[src/rtl/soft_bit_posterior.sv]
// Per-bit posterior stage of the VT-code IDS decoder: scans alpha[t-1] and beta[t]
// over all drift/syndrome states and emits a max-log LLR, hard decision and erasure flag.
module soft_bit_posterior #(
    parameter int DATA_WIDTH = 32,
    parameter int n          = 10,
    parameter int J          = 2*n+1,
    parameter int M          = n+1
) (
    input  logic                          clk,
    input  logic                          rst,
    input  logic                          start,
    output logic [$clog2(n+1)-1:0]        rd_t,
    output logic [$clog2(J)-1:0]          rd_j,
    output logic [$clog2(M)-1:0]          rd_s0,
    output logic [$clog2(M)-1:0]          rd_s1,
    output logic                          rd_en,
    input  logic signed [DATA_WIDTH-1:0]  alpha_rd_data,
    input  logic signed [DATA_WIDTH-1:0]  beta0_rd_data,
    input  logic signed [DATA_WIDTH-1:0]  beta1_rd_data,
    output logic                          llr_valid,
    input  logic                          llr_ready,
    output logic [$clog2(n+1)-1:0]        llr_pos,
    output logic signed [DATA_WIDTH-1:0]  llr,
    output logic                          hard_bit,
    output logic                          erasure,
    output logic                          busy,
    output logic                          done
);

    localparam int TW = $clog2(n+1);
    localparam int JW = $clog2(J);
    localparam int SW = $clog2(M);

    localparam logic signed [DATA_WIDTH-1:0] NEG_INF  = {1'b1, {(DATA_WIDTH-1){1'b0}}};
    localparam logic signed [DATA_WIDTH-1:0] POS_MAX  = {1'b0, {(DATA_WIDTH-1){1'b1}}};
    localparam logic signed [DATA_WIDTH-1:0] NEG_MAX  = {1'b1, {(DATA_WIDTH-2){1'b0}}, 1'b1};
    localparam logic signed [DATA_WIDTH:0]   WIDE_MAX = {2'b00, {(DATA_WIDTH-1){1'b1}}};
    localparam logic signed [DATA_WIDTH:0]   WIDE_MIN = {2'b11, {(DATA_WIDTH-2){1'b0}}, 1'b1};

    typedef enum logic [2:0] {IDLE, SCAN, FLUSH, EMIT, FINISH} state_t;

    // The clamp keeps NEG_INF reserved exclusively for "-inf".
    function automatic logic signed [DATA_WIDTH-1:0] clamp_wide(input logic signed [DATA_WIDTH:0] v);
        if (v > WIDE_MAX) begin
            clamp_wide = POS_MAX;
        end else if (v < WIDE_MIN) begin
            clamp_wide = NEG_MAX;
        end else begin
            clamp_wide = v[DATA_WIDTH-1:0];
        end
    endfunction

    function automatic logic signed [DATA_WIDTH-1:0] sat_add(input logic signed [DATA_WIDTH-1:0] a,
                                                             input logic signed [DATA_WIDTH-1:0] b);
        if (a == NEG_INF || b == NEG_INF) begin
            sat_add = NEG_INF;
        end else begin
            sat_add = clamp_wide({a[DATA_WIDTH-1], a} + {b[DATA_WIDTH-1], b});
        end
    endfunction

    function automatic logic signed [DATA_WIDTH-1:0] llr_of(input logic signed [DATA_WIDTH-1:0] l0,
                                                            input logic signed [DATA_WIDTH-1:0] l1);
        if (l0 == NEG_INF && l1 == NEG_INF) begin
            llr_of = {DATA_WIDTH{1'b0}};
        end else if (l1 == NEG_INF) begin
            llr_of = POS_MAX;
        end else if (l0 == NEG_INF) begin
            llr_of = NEG_MAX;
        end else begin
            llr_of = clamp_wide({l0[DATA_WIDTH-1], l0} - {l1[DATA_WIDTH-1], l1});
        end
    endfunction

    // s and t are both below M, so one conditional subtraction gives the modulus.
    function automatic logic [SW-1:0] s1_of(input int s, input int t);
        int v;
        v = s + t;
        if (v >= M) begin
            v = v - M;
        end else begin
            v = v;
        end
        s1_of = SW'(v);
    endfunction

    state_t                        state_r, state_nxt_s;
    logic                          acc_en_r;
    logic signed [DATA_WIDTH-1:0]  l0_r, l1_r, l0_nxt_s, l1_nxt_s;
    logic signed [DATA_WIDTH-1:0]  sum0_s, sum1_s, l0_acc_s, l1_acc_s;
    logic [TW-1:0]                 rd_t_nxt_s, llr_pos_nxt_s;
    logic [JW-1:0]                 rd_j_nxt_s;
    logic [SW-1:0]                 rd_s0_nxt_s, rd_s1_nxt_s;
    logic                          rd_en_nxt_s, llr_valid_nxt_s, hard_nxt_s, erasure_nxt_s;
    logic                          busy_nxt_s, done_nxt_s;
    logic signed [DATA_WIDTH-1:0]  llr_nxt_s;

    // Max-log accumulation of the read data returned this cycle.
    always_comb begin
        sum0_s   = sat_add(alpha_rd_data, beta0_rd_data);
        sum1_s   = sat_add(alpha_rd_data, beta1_rd_data);
        l0_acc_s = l0_r;
        l1_acc_s = l1_r;
        if (acc_en_r && (sum0_s > l0_r)) begin
            l0_acc_s = sum0_s;
        end else begin
            l0_acc_s = l0_r;
        end
        if (acc_en_r && (sum1_s > l1_r)) begin
            l1_acc_s = sum1_s;
        end else begin
            l1_acc_s = l1_r;
        end
    end

    // Next-state, read-address and result decode.
    always_comb begin
        state_nxt_s     = state_r;
        rd_t_nxt_s      = rd_t;
        rd_j_nxt_s      = rd_j;
        rd_s0_nxt_s     = rd_s0;
        rd_s1_nxt_s     = rd_s1;
        rd_en_nxt_s     = 1'b0;
        llr_valid_nxt_s = llr_valid;
        llr_pos_nxt_s   = llr_pos;
        llr_nxt_s       = llr;
        hard_nxt_s      = hard_bit;
        erasure_nxt_s   = erasure;
        busy_nxt_s      = busy;
        done_nxt_s      = 1'b0;
        l0_nxt_s        = l0_acc_s;
        l1_nxt_s        = l1_acc_s;
        case (state_r)
            IDLE: begin
                if (start) begin
                    state_nxt_s = SCAN;
                    rd_t_nxt_s  = TW'(1);
                    rd_j_nxt_s  = {JW{1'b0}};
                    rd_s0_nxt_s = {SW{1'b0}};
                    rd_s1_nxt_s = s1_of(0, 1);
                    rd_en_nxt_s = 1'b1;
                    busy_nxt_s  = 1'b1;
                    l0_nxt_s    = NEG_INF;
                    l1_nxt_s    = NEG_INF;
                end else begin
                    state_nxt_s = IDLE;
                end
            end
            SCAN: begin
                if (rd_s0 == SW'(M-1)) begin
                    if (rd_j == JW'(J-1)) begin
                        state_nxt_s = FLUSH;
                    end else begin
                        rd_en_nxt_s = 1'b1;
                        rd_j_nxt_s  = rd_j + JW'(1);
                        rd_s0_nxt_s = {SW{1'b0}};
                        rd_s1_nxt_s = s1_of(0, int'(rd_t));
                    end
                end else begin
                    rd_en_nxt_s = 1'b1;
                    rd_s0_nxt_s = rd_s0 + SW'(1);
                    rd_s1_nxt_s = s1_of(int'(rd_s0) + 1, int'(rd_t));
                end
            end
            FLUSH: begin
                state_nxt_s     = EMIT;
                llr_valid_nxt_s = 1'b1;
                llr_pos_nxt_s   = rd_t;
                llr_nxt_s       = llr_of(l0_acc_s, l1_acc_s);
                hard_nxt_s      = (l1_acc_s > l0_acc_s);
                erasure_nxt_s   = (l0_acc_s == NEG_INF) && (l1_acc_s == NEG_INF);
            end
            EMIT: begin
                if (llr_ready) begin
                    llr_valid_nxt_s = 1'b0;
                    if (rd_t == TW'(n)) begin
                        state_nxt_s = FINISH;
                        busy_nxt_s  = 1'b0;
                        done_nxt_s  = 1'b1;
                    end else begin
                        state_nxt_s = SCAN;
                        rd_t_nxt_s  = rd_t + TW'(1);
                        rd_j_nxt_s  = {JW{1'b0}};
                        rd_s0_nxt_s = {SW{1'b0}};
                        rd_s1_nxt_s = s1_of(0, int'(rd_t) + 1);
                        rd_en_nxt_s = 1'b1;
                        l0_nxt_s    = NEG_INF;
                        l1_nxt_s    = NEG_INF;
                    end
                end else begin
                    state_nxt_s = EMIT;
                end
            end
            FINISH: begin
                state_nxt_s = IDLE;
            end
            default: begin
                state_nxt_s = IDLE;
                busy_nxt_s  = 1'b0;
            end
        endcase
    end

    // State, accumulator and registered output update.
    always_ff @(posedge clk or posedge rst) begin
        if (rst) begin
            state_r   <= IDLE;
            acc_en_r  <= 1'b0;
            l0_r      <= NEG_INF;
            l1_r      <= NEG_INF;
            rd_t      <= {TW{1'b0}};
            rd_j      <= {JW{1'b0}};
            rd_s0     <= {SW{1'b0}};
            rd_s1     <= {SW{1'b0}};
            rd_en     <= 1'b0;
            llr_valid <= 1'b0;
            llr_pos   <= {TW{1'b0}};
            llr       <= {DATA_WIDTH{1'b0}};
            hard_bit  <= 1'b0;
            erasure   <= 1'b0;
            busy      <= 1'b0;
            done      <= 1'b0;
        end else begin
            state_r   <= state_nxt_s;
            acc_en_r  <= rd_en;
            l0_r      <= l0_nxt_s;
            l1_r      <= l1_nxt_s;
            rd_t      <= rd_t_nxt_s;
            rd_j      <= rd_j_nxt_s;
            rd_s0     <= rd_s0_nxt_s;
            rd_s1     <= rd_s1_nxt_s;
            rd_en     <= rd_en_nxt_s;
            llr_valid <= llr_valid_nxt_s;
            llr_pos   <= llr_pos_nxt_s;
            llr       <= llr_nxt_s;
            hard_bit  <= hard_nxt_s;
            erasure   <= erasure_nxt_s;
            busy      <= busy_nxt_s;
            done      <= done_nxt_s;
        end
    end

endmodule

[config.mk]
export PLATFORM = sky130hd
export DESIGN_NAME = soft_bit_posterior
export DESIGN_NICKNAME = d
export VERILOG_FILES = /design/src/rtl/soft_bit_posterior.sv
export SDC_FILE = /design/constraint.sdc
export NUM_CORES = 1
export LEC_CHECK = 0
export ABC_CLOCK_PERIOD_IN_PS = 10450
export CORE_MARGIN = 4
export CORE_UTILIZATION = 50
export DETAILED_ROUTE_END_ITERATION = 10
export PLACE_DENSITY_LB_ADDON = 0.25
export SLEW_MARGIN = 30
export SYNTH_ARGS = -nofsm -noshare
export SYNTH_HDL_FRONTEND = slang
export SYNTH_SLANG_ARGS = --single-unit
[constraint.sdc]
create_clock -name clk -period 10.45 [get_ports clk]
set_input_delay 2.09 -clock clk [delete_from_list [all_inputs] [get_ports clk]]
set_output_delay 2.09 -clock clk [all_outputs]
set_load 0.02 [all_outputs]
Yosys cells after proc, flatten, opt, wreduce, memory -nomap -nowiden
Cells that the tools add are included.
Widths: inputs -> output; s select.

cells by class
  equality and inequality tests = 20
  reduce and logical (&&, ||, !) cells = 16
  magnitude comparators = 12
  bitwise logic cells = 1
  add/sub/neg operators = 12
  multiplexer cells = 66

operator list
  kind                  number
  $mux 32               19
  $eq 32x32->1 const B  5
  $pmux 32 s2           2
  $gt 33x32->1 const B  3
  $lt 33x32->1 const B  3
  $gt 32x32->1          3
  $add 32x32->33        2
  $mux 4                15
  $sub 32x32->33        1
  $mux 5                5
  $pmux 4 s3            2
  $pmux 5 s3            1
  $ne 2x2->1 const B    7
  $mux 1                13
  $mux 3                4
  $pmux 3 s4            1
  $sub 4x4->4 const B   3
  $add 4x1->5 const B   2
  $add 4x1->4 const B   2
  $eq 4x4->1 const B    2
  $pmux 4 s2            1
  $reduce_and 4->1      2
  $add 5x4->6           1
  $eq 3x2->1 const B    2
  other kinds (20)      26

storage, ports and cells
  word-level logic and storage cells = 143
  register bits = 127

Logic depth before layout (Yosys ltp)
  depth in word-level cells = 15
  mapped depth = 46
  mapped depth without buffers = 41

Worst setup path after synthesis
Ideal clock, no wire load.

  path kind = input port to flip-flop
  start point = input port alpha_rd_data[0]
  end point = register llr[5]
  path slack = -0.673 ns
  arrival time = 10.997 ns
  buffers on the path = 8
  data required time = 10.324 ns
  stages = 46
  setup time = 0.126 ns
  path through = ha_1 -> inv_1 -> fa_1 -> nor2b_1 -> o31a_1 -> o21ai_0 -> a2111oi_0 -> o21ai_0 -> a22oi_1 -> nor4bb_1 -> nand4_1 -> nand2_1 -> clkbuf_1 -> a21oi_1 -> ha_1 -> nand4_1 -> nor4_1 -> nand4_1 -> [... 10 more ...] -> clkbuf_1 -> nor2b_1 -> o21ai_0 -> nand2b_1 -> a21oi_1 -> nor2b_1 -> o21ai_0 -> nand2b_1 -> a21o_1 -> or3_1 -> o21a_4 -> a211oi_4 -> nor3_1 -> a311o_1 -> and2_4 -> buf_6 -> buf_6 -> a221o_1

between the ends
  cells in the longest elaborated chain, start to end = 15
  elaborated cells on any way between the ends = 32
  those cells by class = add/sub (3); order compare (8); eq/ne (3); mux (13); reduce/logical (5)

ends and longest elaborated chain
  item                                  line      source
  from (decl)                           17        input logic signed [DATA_WIDTH-1:0] alpha_rd_data,
  $add 32x32->33                        58        sat_add = clamp_wide({a[DATA_WIDTH-1], a} + {b[DATA_WIDTH-1], b});
  $lt 33x32->1                          46        end else if (v < WIDE_MIN) begin
  $mux 32                               46
  $mux 32                               44        if (v > WIDE_MAX) begin
  $mux 32                               55        if (a == NEG_INF || b == NEG_INF) begin
  $gt 32x32->1 (on tied branches)       104, 109
  $logic_and 1x1->1 (on tied branches)  104, 109
  $mux 32 (on tied branches)            104, 109
  $sub 32x32->33                        71        llr_of = clamp_wide({l0[DATA_WIDTH-1], l0} - {l1[DATA_WIDTH-1], l1});
  $lt 33x32->1                          46
  $mux 32                               46
  $mux 32                               44
  $mux 32                               68        end else if (l0 == NEG_INF) begin
  $mux 32                               66        end else if (l1 == NEG_INF) begin
  $mux 32 *                             64        if (l0 == NEG_INF && l1 == NEG_INF) begin
  to (signal assigned)                  218       llr <= {DATA_WIDTH{1'b0}};
  to (signal assigned)                  235       llr <= llr_nxt_s;
  to (decl)                             23        output logic signed [DATA_WIDTH-1:0] llr,

Mark *: on every way between the ends. The rest lies on a longest branch, timed or not.
A chain may end at the register's enable or synchronous reset.

Worst setup path after layout
  start point = input port beta1_rd_data[13]
  end point = register llr[0]

between the ends
  cells in the longest elaborated chain, start to end = 15
  elaborated cells on any way between the ends = 21
  those cells by class = add/sub (2); order compare (5); eq/ne (2); mux (9); reduce/logical (3)

ends and longest elaborated chain
  item               line  source
  from (decl)        19    input logic signed [DATA_WIDTH-1:0] beta1_rd_data,
  $add 32x32->33     58
  $lt 33x32->1       46
  $mux 32            46
  $mux 32            44
  $mux 32 *          55
  $gt 32x32->1       109   if (acc_en_r && (sum1_s > l1_r)) begin
  $logic_and 1x1->1  109
  $mux 32 *          109
  $sub 32x32->33     71
  $lt 33x32->1       46
  $mux 32            46
  $mux 32            44
  $mux 32            68
  $mux 32            66
  $mux 32 *          64

Marked as above.

==> metrics.md <==
| Metric | Value |
|---|---|
| Status | `finished clean` |
| Number of standard cells after synthesis | `2165` |
| Synth top area cells | `dfrtp_1, ha_1, a21oi_1` |
| Yosys reg bits | `127` |
| Routed WL | `71.8 mm` |
| Vias in the first global route | `20.5k` |
| Asr flop ratio synth | `100%` |
| Gpl congestion | `1.04` |
| Antenna diodes | `0` |
| Worst-margin pin slew | `0.881 ns` |
| Post-synthesis adder-cell area fraction | `13.9%` |
| Arrival time at the worst endpoint | `10.74 ns` |
| Post-synth top area cell | `dfrtp_1` |
| Hold Startpoint | `rd_en$_DFF_PP0_` |
| Core ar. | `31800 sq um` |
| DRT Pass-1 Iters | `6` |
| YS warnings | `0` |
| Post-Place Cell Area | `22700 sq um` |
| CTS Sinks | `127` |
| Required @ worst endpoint | `10.82 ns` |
| I/O pins | `159` |
| Post-synth cell types | `115` |
| I/O Buffers | `158` |
| Ys flop type | `dfrtp_1` |
| Fmax | `96.5 MHz` |
| Largest net degree at the start of global routing | `69` |
| Via count | `20.8k` |
| Total GRT Usage | `37.3%` |
| Hold Path Sink | `acc_en_r$_DFF_PP0_` |
| CTS clk-pin slew, worst paths | `0.06 ns` |
| Post-Syn Area | `16300 sq um` |
| Post-DRT Antenna Nets | `0` |
| Most Frequent Cell on Critical Path | `nand4_1` |
| Synth Area in Simple Gates | `25.3%` |
| Drt wl/cell | `21.3 microns` |
| Syn Area/Cell | `7.51 sq um` |
| Minimum clock period | `10.37 ns` |
| Reg2Reg Setup Slack | `4.36 ns` |
| Die W | `188 microns` |
| CP max-delay cell | `or4b_4` |
| First-pass GRT wire length | `108 mm` |
| Hold Crit Class | `reg -> reg` |
| Slew margin rel. | `41.3%` |
| Hold_buf cts | `0` |
| EDFF count, synth | `0` |
| Synth Area in Compound Gates | `29.6%` |
| CTS tree | `done` |
| WS Path Type | `in -> reg` |
| Worst stage delay on the critical path | `0.53 ns` |
| Total grt overflow | `0` |
| Rows | `65` |
| Iter 0 DRT Violations | `2342` |
| Post-synthesis mux area share | `1.38%` |
| CTS Buffer Depth | `2` |
| Root Buffer | `clkbuf_16` |
| Worst Path Max Fanout | `6` |
| Fin Hold WS | `0.401 ns` |
| Initial antenna violation count | `0` |
| Share of layout cells above drive strength 1 | `31.7%` |
| Critical Path Source Type | `input port` |
| Die footprint | `35500 sq um` |
| Area grow syn2layout | `53.0%` |
| Clock Skew | `0.0116 ns` |
| Hold Path Depth | `0` |
| Xor/xnor share of the synthesized area | `4.79%` |
| Syn_nets | `2431` |
| Post-synth top area share | `19.2%` |
| DRC viols | `0` |
| Cell area after layout | `24900 sq um` |
| Worst reg2reg endpoint | `llr[2]$_DFFE_PP0P_` |
| R2r startpoint | `l0_r[31]$_DFF_PP1_` |
| Worst-Skew Late Latency | `0.44 ns` |
| Hold Fails Final Rpt | `0` |
| Via density | `6.18` |
| Layout Nets | `3183` |
| Post-DP HPWL | `55.6 mm` |
| Reg2reg path depth | `29` |
| Post-route clock period utilization | `99.2%` |
| Max Cap Viol | `0` |
| Synth cell count leaders | `nor2_1, nand2_1, a21oi_1` |
| Endpoints failing setup | `0` |
| Inserted Clock Buffers | `17` |
| Post-synthesis sequential area ratio | `19.6%` |
| Dominant cell by count in the synthesized netlist | `nor2_1` |
| Main combinational cell family by area after synthesis | `compound AO/OA/AOI/OAI gates` |
| Die Y | `188 microns` |
| Max Transition Viols Final | `0` |
| Starting density of the core | `51.1%` |
| Htree depth | `4` |
| Element type at the critical path end | `register` |
## final cells by class
class,instances,area [sq um]
clock inverters,12,159
flip-flops and latches,127,3180
repair buffers,823,6700
clock buffers,20,457
well taps,435,544
multi-input cells,1822,13400
inverters,126,475
fillers,2310,6920
## placed cells by master (no fill, tap or decap), drive strengths merged, types with 23 or more instances in the layout
cell type        n
nand3           49
xnor2           54
a211oi          38
and2            27
nor4            53
xor2            34
dlymetal6s2s    25
inv            129
a31oi           24
clkdlybuf4s50  130
nand2          204
nor2b           41
o21ai          142
o211ai          33
buf            665
a21o            43
nand4           54
ha             162
nor2           223
o21a            23
dfrtp          125
nor3            63
a21oi          188
## flip-flops by register name, indices dropped and copies added (netlist names), 3 cells and up, named ones only
name	cells
state_r	3
llr_pos	4
l1_r	32
llr	32
rd_j	5
rd_t	4
rd_s0	4
rd_s1	4
l0_r	30
## layer usage
metal | global-route usage, % | share of wire (%) | vias up
met4 | 19.7 | 6.2 | 0
met1 | 46.9 | 40 | 9899
met5 | 0 | 0 | -
li1 | - | - | 9594
met2 | 62.5 | 47 | 1063
met3 | 5.06 | 7.0 | 239
## worst max path at each step
stage | start | to | cells after the start
after floorplan | alpha_rd_data[0] | llr[5]$_DFFE_PP0P_ | 45
after global placement | alpha_rd_data[0] | llr[4]$_DFFE_PP0P_ | 43
after detailed placement | alpha_rd_data[0] | llr[29]$_DFFE_PP0P_ | 41
after CTS | beta1_rd_data[0] | llr[0]$_DFFE_PP0P_ | 41
after global routing | beta1_rd_data[13] | llr[0]$_DFFE_PP0P_ | 44
final | beta1_rd_data[13] | llr[0]$_DFFE_PP0P_ | 37
## critical path, delay by kind of cell
| family | cells | cell delay (ns) |
|---|---|---|
| multiplexers | 1 | 0.21 |
| AND/OR/NAND/NOR | 16 | 3.75 |
| AO/OA/AOI/OAI | 6 | 1.37 |
| XOR/XNOR | 1 | 0.16 |
| buffers and inverters | 7 | 1.28 |
| adder cells (fa/ha/maj) | 6 | 1.85 |
## timing repair
item,in CTS,in global routing
pin swaps,6,66
setup buffers,17,24
gates cloned,1,0
hold endpoints to repair,0,0
setup endpoints to repair,33,33
gates resized for setup,39,219
## cells by family (layout without fill, tap and decap cells)
logic type	Yosys count	count (layout)
flip-flops	127	127
adder cells (fa/ha/maj)	181	181
buffers and inverters	217	981
XOR/XNOR	88	88
AND/OR/NAND/NOR	828	829
AO/OA/AOI/OAI	703	703
multiplexers	21	21
## stage by stage
stage               utilization [%]  setup WS, ns  cells  TNS (ns)
floorplan                         -        0.0281   2165         0
global placement               71.5        -0.745   3291    -22.15
detailed placement             71.5        -0.920   3291    -28.12
CTS                            74.3        0.0129   3341         0
global route                   78.2        -0.182   3365     -3.30
finish                         78.2        0.0830   3365         0
Power is not shown: default switching activity piles up to over one toggle a cycle in this logic, so the estimate is an artifact.
